==> src/rtl/lcd_bus_arbiter.sv <==
// lcd_bus_arbiter: fixed-priority arbiter and write sequencer for a shared
// HD44780-style character-LCD write bus (init sequencer vs. display engine).
module lcd_bus_arbiter #(
    parameter int T_SETUP     = 2,
    parameter int T_PW        = 12,
    parameter int T_HOLD      = 2,
    parameter int T_EXEC      = 2000,
    parameter int T_EXEC_LONG = 80000
) (
    input  logic       CLK_50M,
    input  logic       rst,
    input  logic       req0,
    input  logic       rs0,
    input  logic [7:0] data0,
    output logic       ack0,
    input  logic       req1,
    input  logic       rs1,
    input  logic [7:0] data1,
    output logic       ack1,
    input  logic       init_done,
    output logic       LCD_RS,
    output logic       LCD_RW,
    output logic       LCD_EN,
    output logic [7:0] LCD_DATA,
    output logic       busy,
    output logic       grant
);

    localparam int MAX_A = (T_SETUP > T_PW) ? T_SETUP : T_PW;
    localparam int MAX_B = (T_HOLD > T_EXEC) ? T_HOLD : T_EXEC;
    localparam int MAX_C = (MAX_A > MAX_B) ? MAX_A : MAX_B;
    localparam int MAX_T = (MAX_C > T_EXEC_LONG) ? MAX_C : T_EXEC_LONG;
    localparam int CW    = (MAX_T > 1) ? $clog2(MAX_T) : 1;

    // Counter is loaded with duration-1 and the state exits on zero.
    localparam logic [CW-1:0] LD_SETUP = CW'(T_SETUP - 1);
    localparam logic [CW-1:0] LD_PW    = CW'(T_PW - 1);
    localparam logic [CW-1:0] LD_HOLD  = CW'(T_HOLD - 1);
    localparam logic [CW-1:0] LD_EXEC  = CW'(T_EXEC - 1);
    localparam logic [CW-1:0] LD_LONG  = CW'(T_EXEC_LONG - 1);

    typedef enum logic [2:0] {
        S_IDLE,
        S_SETUP,
        S_EN_HI,
        S_HOLD,
        S_WAIT
    } state_t;

    state_t          state_q, state_d;
    logic [CW-1:0]   cnt_q, cnt_d;
    logic            rs_q, rs_d;
    logic [7:0]      data_q, data_d;
    logic            en_q, en_d;
    logic            ack0_q, ack0_d;
    logic            ack1_q, ack1_d;
    logic            grant_q, grant_d;
    logic            cnt_zero;
    logic            cmd_long;
    logic            blank;

    assign cnt_zero = (cnt_q == '0);
    assign blank    = ack0_q | ack1_q;

    // Clear display and return home need the long execution time.
    assign cmd_long = !rs_q &&
                      ((data_q == 8'h01) ||
                       (data_q == 8'h02) ||
                       (data_q == 8'h03));

    always_comb begin
        state_d = state_q;
        cnt_d   = cnt_q;
        rs_d    = rs_q;
        data_d  = data_q;
        grant_d = grant_q;
        ack0_d  = 1'b0;
        ack1_d  = 1'b0;

        unique case (state_q)
            S_IDLE: begin
                if (!blank) begin
                    if (req0) begin
                        grant_d = 1'b0;
                        rs_d    = rs0;
                        data_d  = data0;
                        cnt_d   = LD_SETUP;
                        state_d = S_SETUP;
                    end else if (req1 && init_done) begin
                        grant_d = 1'b1;
                        rs_d    = rs1;
                        data_d  = data1;
                        cnt_d   = LD_SETUP;
                        state_d = S_SETUP;
                    end
                end
            end
            S_SETUP: begin
                if (cnt_zero) begin
                    cnt_d   = LD_PW;
                    state_d = S_EN_HI;
                end else begin
                    cnt_d = cnt_q - CW'(1);
                end
            end
            S_EN_HI: begin
                if (cnt_zero) begin
                    cnt_d   = LD_HOLD;
                    state_d = S_HOLD;
                end else begin
                    cnt_d = cnt_q - CW'(1);
                end
            end
            S_HOLD: begin
                if (cnt_zero) begin
                    cnt_d   = cmd_long ? LD_LONG : LD_EXEC;
                    state_d = S_WAIT;
                end else begin
                    cnt_d = cnt_q - CW'(1);
                end
            end
            S_WAIT: begin
                if (cnt_zero) begin
                    ack0_d  = !grant_q;
                    ack1_d  = grant_q;
                    state_d = S_IDLE;
                end else begin
                    cnt_d = cnt_q - CW'(1);
                end
            end
            default: begin
                state_d = S_IDLE;
                cnt_d   = '0;
            end
        endcase

        // EN is a flop output so the strobe is free of decode glitches.
        en_d = (state_d == S_EN_HI);
    end

    always_ff @(posedge CLK_50M) begin
        if (rst) begin
            state_q <= S_IDLE;
            cnt_q   <= '0;
            rs_q    <= 1'b0;
            data_q  <= 8'h00;
            en_q    <= 1'b0;
            ack0_q  <= 1'b0;
            ack1_q  <= 1'b0;
            grant_q <= 1'b0;
        end else begin
            state_q <= state_d;
            cnt_q   <= cnt_d;
            rs_q    <= rs_d;
            data_q  <= data_d;
            en_q    <= en_d;
            ack0_q  <= ack0_d;
            ack1_q  <= ack1_d;
            grant_q <= grant_d;
        end
    end

    assign LCD_RS   = rs_q;
    assign LCD_RW   = 1'b0;
    assign LCD_EN   = en_q;
    assign LCD_DATA = data_q;
    assign ack0     = ack0_q;
    assign ack1     = ack1_q;
    assign busy     = (state_q != S_IDLE);
    assign grant    = grant_q;

endmodule
==> config.mk <==
export PLATFORM = sky130hd
export DESIGN_NAME = lcd_bus_arbiter
export DESIGN_NICKNAME = d
export VERILOG_FILES = /design/src/rtl/lcd_bus_arbiter.sv
export SDC_FILE = /design/constraint.sdc
export NUM_CORES = 1
export LEC_CHECK = 0
export CAP_MARGIN = 30
export CORE_ASPECT_RATIO = 0.9
export CORE_MARGIN = 8
export CORE_UTILIZATION = 40
export CTS_CLUSTER_SIZE = 10
export DETAILED_ROUTE_END_ITERATION = 8
export MAX_ROUTING_LAYER = met4
export PLACE_DENSITY_LB_ADDON = 0.05
export SETUP_SLACK_MARGIN = 0.5
export SLEW_MARGIN = 0
export SYNTH_ARGS = -nofsm -noshare
export SYNTH_HDL_FRONTEND = slang
export SYNTH_SLANG_ARGS = --single-unit
==> constraint.sdc <==
create_clock -name CLK_50M -period 2.4 [get_ports CLK_50M]
set_clock_uncertainty 0.2 [all_clocks]
set_input_delay 0.48 -clock CLK_50M [delete_from_list [all_inputs] [get_ports CLK_50M]]
set_output_delay 0.48 -clock CLK_50M [all_outputs]
set_load 0.01 [all_outputs]
# Word-level counts from Yosys, hierarchy flattened
# Cells that the tools add are included.
[totals]
register_bits = 33
in_bits = 23
out_inout_bits = 15
wordCells = 60
[op_classes]
add_sub_neg = 1
n_eq_ne = 11
mux = 23
n_bitwise = 4
n_reduce_logical = 13
[ops]
columns = ["operator", "count"]
rows = [
  ["two-way mux 17 bit", 8],
  ["one-hot mux 17 bit (5 select lines)", 1],
  ["two-way mux 3 bit", 7],
  ["zero test 17 bit", 1],
  ["subtractor 17 x 1 -> 17 bit, second input constant", 1],
  ["equality test 8 x 2 -> 1 bit, second input constant", 2],
  ["two-way mux 8 bit", 2],
  ["one-hot mux 3 bit (5 select lines)", 1],
  ["equality test 3 x 2 -> 1 bit, second input constant", 3],
  ["equality test 8 x 1 -> 1 bit, second input constant", 1],
  ["AND reduction 3 bit", 2],
  ["two-way mux 1 bit", 4],
  ["inequality test 2 bit, second input constant", 2],
  ["equality test 3 x 1 -> 1 bit, second input constant", 1],
  ["equality test 3 bit, second input constant", 1],
  ["zero test 3 bit", 1],
  ["inequality test 3 bit, second input constant", 1],
  ["NOT 1 bit", 3],
  ["nonzero test 3 bit", 1],
  ["OR reduction 3 bit", 1],
  ["logical AND 1 bit", 2],
  ["zero test 1 bit", 2],
  ["logical OR 1 bit", 2],
  ["nonzero test 2 bit", 1],
  ["OR 1 bit", 1],
]

# Depth between registers and ports, before layout
[depth]
depth_word = 7
ltp_mapped = 9
ltp_nobuf = 8

# Worst setup path after synthesis
# OpenSTA, ideal clock, no wires.
[synth_path]
path_type = "register -> register"
startpoint = "reg cnt_q[0]"
endpoint = "reg cnt_q[14]"
setup_time_ns = 0.067
arrival_time_ns = 2.060
required_time_ns = 2.133
setup_slack_ns = 0.073
path_stages_with_launch = 9
n_path_buf = 1
synth_period_minus_slack_ns = 2.327
cell_sequence = "dfxtp_1 > inv_1 > ha_1 > or4b_4 > buf_6 > nor3_4 > and3_1 > or3b_1 > a21oi_2"
[synth_via]
elab_chain_len = 3
elab_cells_between_ends = 9
classes_between = "1 x add/sub; 1 x eq/ne; 5 x mux; 2 x reduce/logical"
[synth_lines]
columns = ["item", "line_no", "source"]
rows = [
  ["start: declaration", "51", "logic [CW-1:0] cnt_q, cnt_d;"],
  ["start signal: assignment", "153", "cnt_q <= cnt_d;"],
  ["subtractor 17 x 1 -> 17 bit or zero test 17 bit (tied branches)", "--", ""],
  ["two-way mux 17 bit, or another cell as far along", "123", "if (cnt_zero) begin"],
  ["one-hot mux 17 bit (5 select lines) or AND reduction 3 bit (tied branches)", "--", ""],
]
# Several ways; a longest one is shown, not always the timed one. The select of a mux whose other input is x is not followed.
# A chain may end at the register's enable or synchronous reset.

# Worst setup path after layout
[layout_path]
startpoint = "reg cnt_q[1]"
endpoint = "reg cnt_q[4]"
# Same word-level chain as after synthesis.

==> results_dict.tcl <==
set metrics [dict create \
    synth_compound_gate_area_share 0.233 \
    critPathTopFamily "simple AND/OR/NAND/NOR gates" \
    synth-xor-area-share 0.0362 \
    cp-end-kind "flop" \
    drt_iter0_markers 220 \
    drv_slew 0 \
    synth-simple-area-share 0.273 \
    r2r-start "cnt_q[1]" \
    ir_drop_v 0.000712 \
    hpwl_mm 4.21 \
    ys_seq_area_frac 0.341 \
    die_y_um 82.0 \
    vias 2056 \
    r2r_cells 8 \
    avgRoutedWirePerCell_um 16.2 \
    clock-sinks 33 \
    rows 24 \
    min_from "grant" \
    hold_path_class "reg -> reg" \
    grt_pass1_wl_mm 9.67 \
    gp_congestion 0.867 \
    worstSetupPathType "reg -> reg" \
    synth_edf_count 0 \
    synth_top_family_by_area "simple AND/OR/NAND/NOR gates" \
    die_w_um 89.4 \
    track_usage 0.177 \
    worstPathCellList "inv_4, ha_4, nor4b_4, nand4_1, nand2b_4, or3_4, a2111oi_4, a21o_1" \
    cts_buffers 5 \
    worstPathArrival_ns 2.28 \
    viasPerCell 5.54 \
    core-area_mm2 0.00474 \
    clock_latency_ns 0.28 \
    min_path_cells 2 \
    synthArstFlopShare 0 \
    avgSynthCellArea_um2 8.14 \
    postLayoutCoreUtil 0.633 \
    synthMuxAreaShare 0.0523 \
    path_clk_slew_ns 0.07 \
    slowest_delay_ns 0.37 \
    crit_cells 8 \
    grt_pass1_vias 2030 \
    syn_to_final_growth_pct 55.1 \
    htree_levels 2 \
    layout_worst_path_cycle_share 0.935 \
    cts_tree "yes" \
    multi_input_area_mm2 0.00144 \
    overflow 0 \
    cts_hold_buf 0 \
    final_common_cell "buf_4" \
    nets 331 \
    fillers 439 \
    ys.flop_type "dfxtp_1" \
    ios 38 \
    final-seq-area_um2 672 \
    cts-root-buf "clkbuf_8" \
    leakage_nw 1.30 \
    syn_inst 238 \
    antenna_found_initial 0 \
    min_to "ack1" \
    io_buffers 36 \
    max_freq_mhz 446 \
    drtPass1Iterations 4 \
    final_cell_mix "buf_4, dfxtp_1, nor2_1, clkdlybuf4s50_1" \
    rsz0062_at_grt "yes" \
    drc 0 \
    regToRegSetupSlack_ns 0.16 \
    critPathSlowestCell "or3_4" \
    power.density_mw_per_mm2 1780 \
    fin_area_mm2 0.00300 \
    wirelength_mm 6.02 \
    min_period_ns 2.24 \
    diodes 0 \
    die-area_mm2 0.00733 \
    outcome "finished clean" \
    yosysWarnings 0 \
    start_util 0.408 \
    critPathRequiredTime_ns 2.43 \
    syn-num-nets 263 \
    grt_max_degree 21 \
    ctsLongestPathBuffers 2 \
    placed_cell_area_mm2 0.00252 \
    finalSetupViolCount 0 \
    netlist-cell-type-count 55 \
    drive_gt1_frac 0.337 \
    start_kind "flop" \
    synth_fa_ha_area_frac 0.0129 \
    maxCapViolCount 0 \
    timing.rr.end "cnt_q[4]" \
    crit_fanout 3 \
    path_buf_inv 1 \
    syn_area_mm2 0.00194 \
    antenna_left 0 \
    ys_ff_latch 33 \
    hold_viol 0 \
]
==> timing repair <==
item | 4_1_cts | 5_1_grt
gates resized for setup | 55 | 30
pin swaps | 22 | 15
setup buffers | 14 | 3
setup endpoints to repair | 25 | 30
==> sequential cells by signal, summed over array words and instances (netlist names) <==
name      count
cnt_q        17
LCD_DATA      8
state_q       3
LCD_EN        1
LCD_RS        1
ack0          1
ack1          1
grant         1
==> through the flow <==
step / std cells / setup slack, ns / TNS (ns) / total power, mW / hold WS, ns
floorplan: 238 / 0.231 / 0 / 2.91 / 0.260
finish: 371 / 0.157 / 0 / 5.34 / 0.280
global route: 371 / 0.0688 / 0 / 5.72 / 0.301
CTS: 368 / 0.255 / 0 / 4.95 / 0.286
global placement: 347 / -0.222 / -1.14 / 3.80 / 0.271
detailed placement: 347 / -0.267 / -1.44 / 3.81 / 0.269
==> final cells by class <==
class / instances / area share
clock buffer: 7 / 0.0287
inverter: 4 / 0.00666
multi-input combinational: 185 / 0.478
sequential: 33 / 0.224
tap: 65 / 0.0271
timing repair buffer: 77 / 0.236
==> worst min-delay path, cell delays in order (launching register included) <==
cell and delay (ns):
dfxtp_1 0.34, inv_1 0.06, nor3_1 0.04
==> where the power goes <==
group / internal [mW] / leakage, nW / switching [mW] / total, mW
sequential: 0.780 / 0.272 / 0.287 / 1.07
clock: 0.228 / 0.0443 / 0.200 / 0.427
combinational: 1.88 / 0.982 / 1.97 / 3.85
total: 2.89 / 1.30 / 2.46 / 5.34
==> kinds of logic after synthesis <==
logic type	after synthesis
buffers and inverters	20
xor gates and xnor gates	8
AOI/OAI and AO/OA	66
and+or+nand+nor	98
muxes	10
other	1
adders and majority gates	2
DFF	33
==> layer usage <==
layer / vias to the layer above / share of wire / track usage
met5: - / 0 / -
li1: 1012 / - / -
met1: 981 / 0.49 / 0.236
met2: 59 / 0.46 / 0.260
met3: 4 / 0.039 / 0.0330
met4: 0 / 0.0081 / 0.0580
==> how the worst max path moves through the flow <==
stage / endpoint / start / slack (ns)
after global placement: cnt_q[13] / req0 / -0.22
after floorplan: cnt_q[14] / cnt_q[1] / 0.23
after CTS: cnt_q[14] / cnt_q[1] / 0.25
final: cnt_q[4] / cnt_q[1] / 0.16
after global routing: cnt_q[7] / cnt_q[0] / 0.07
after detailed placement: cnt_q[13] / req0 / -0.27
==> cell usage after synthesis, types with 4 or more instances <==
master    count  area [um^2]
xor2_1        7         61.3
inv_1         4         15.0
mux2i_1       9         90.1
a21oi_1      14         70.1
nor3_1       15         75.1
a211oi_1     15          113
nor2b_1       4         25.0
nand2_1      13         48.8
or3_1         5         31.3
nor2_1       29          109
nand3_1       5         25.0
a31oi_1       4         25.0
clkbuf_1     11         41.3
o21ai_0       9         45.0
dfxtp_1      33          661
o211ai_1      4         30.0
Power figures use the tool's default switching activity.
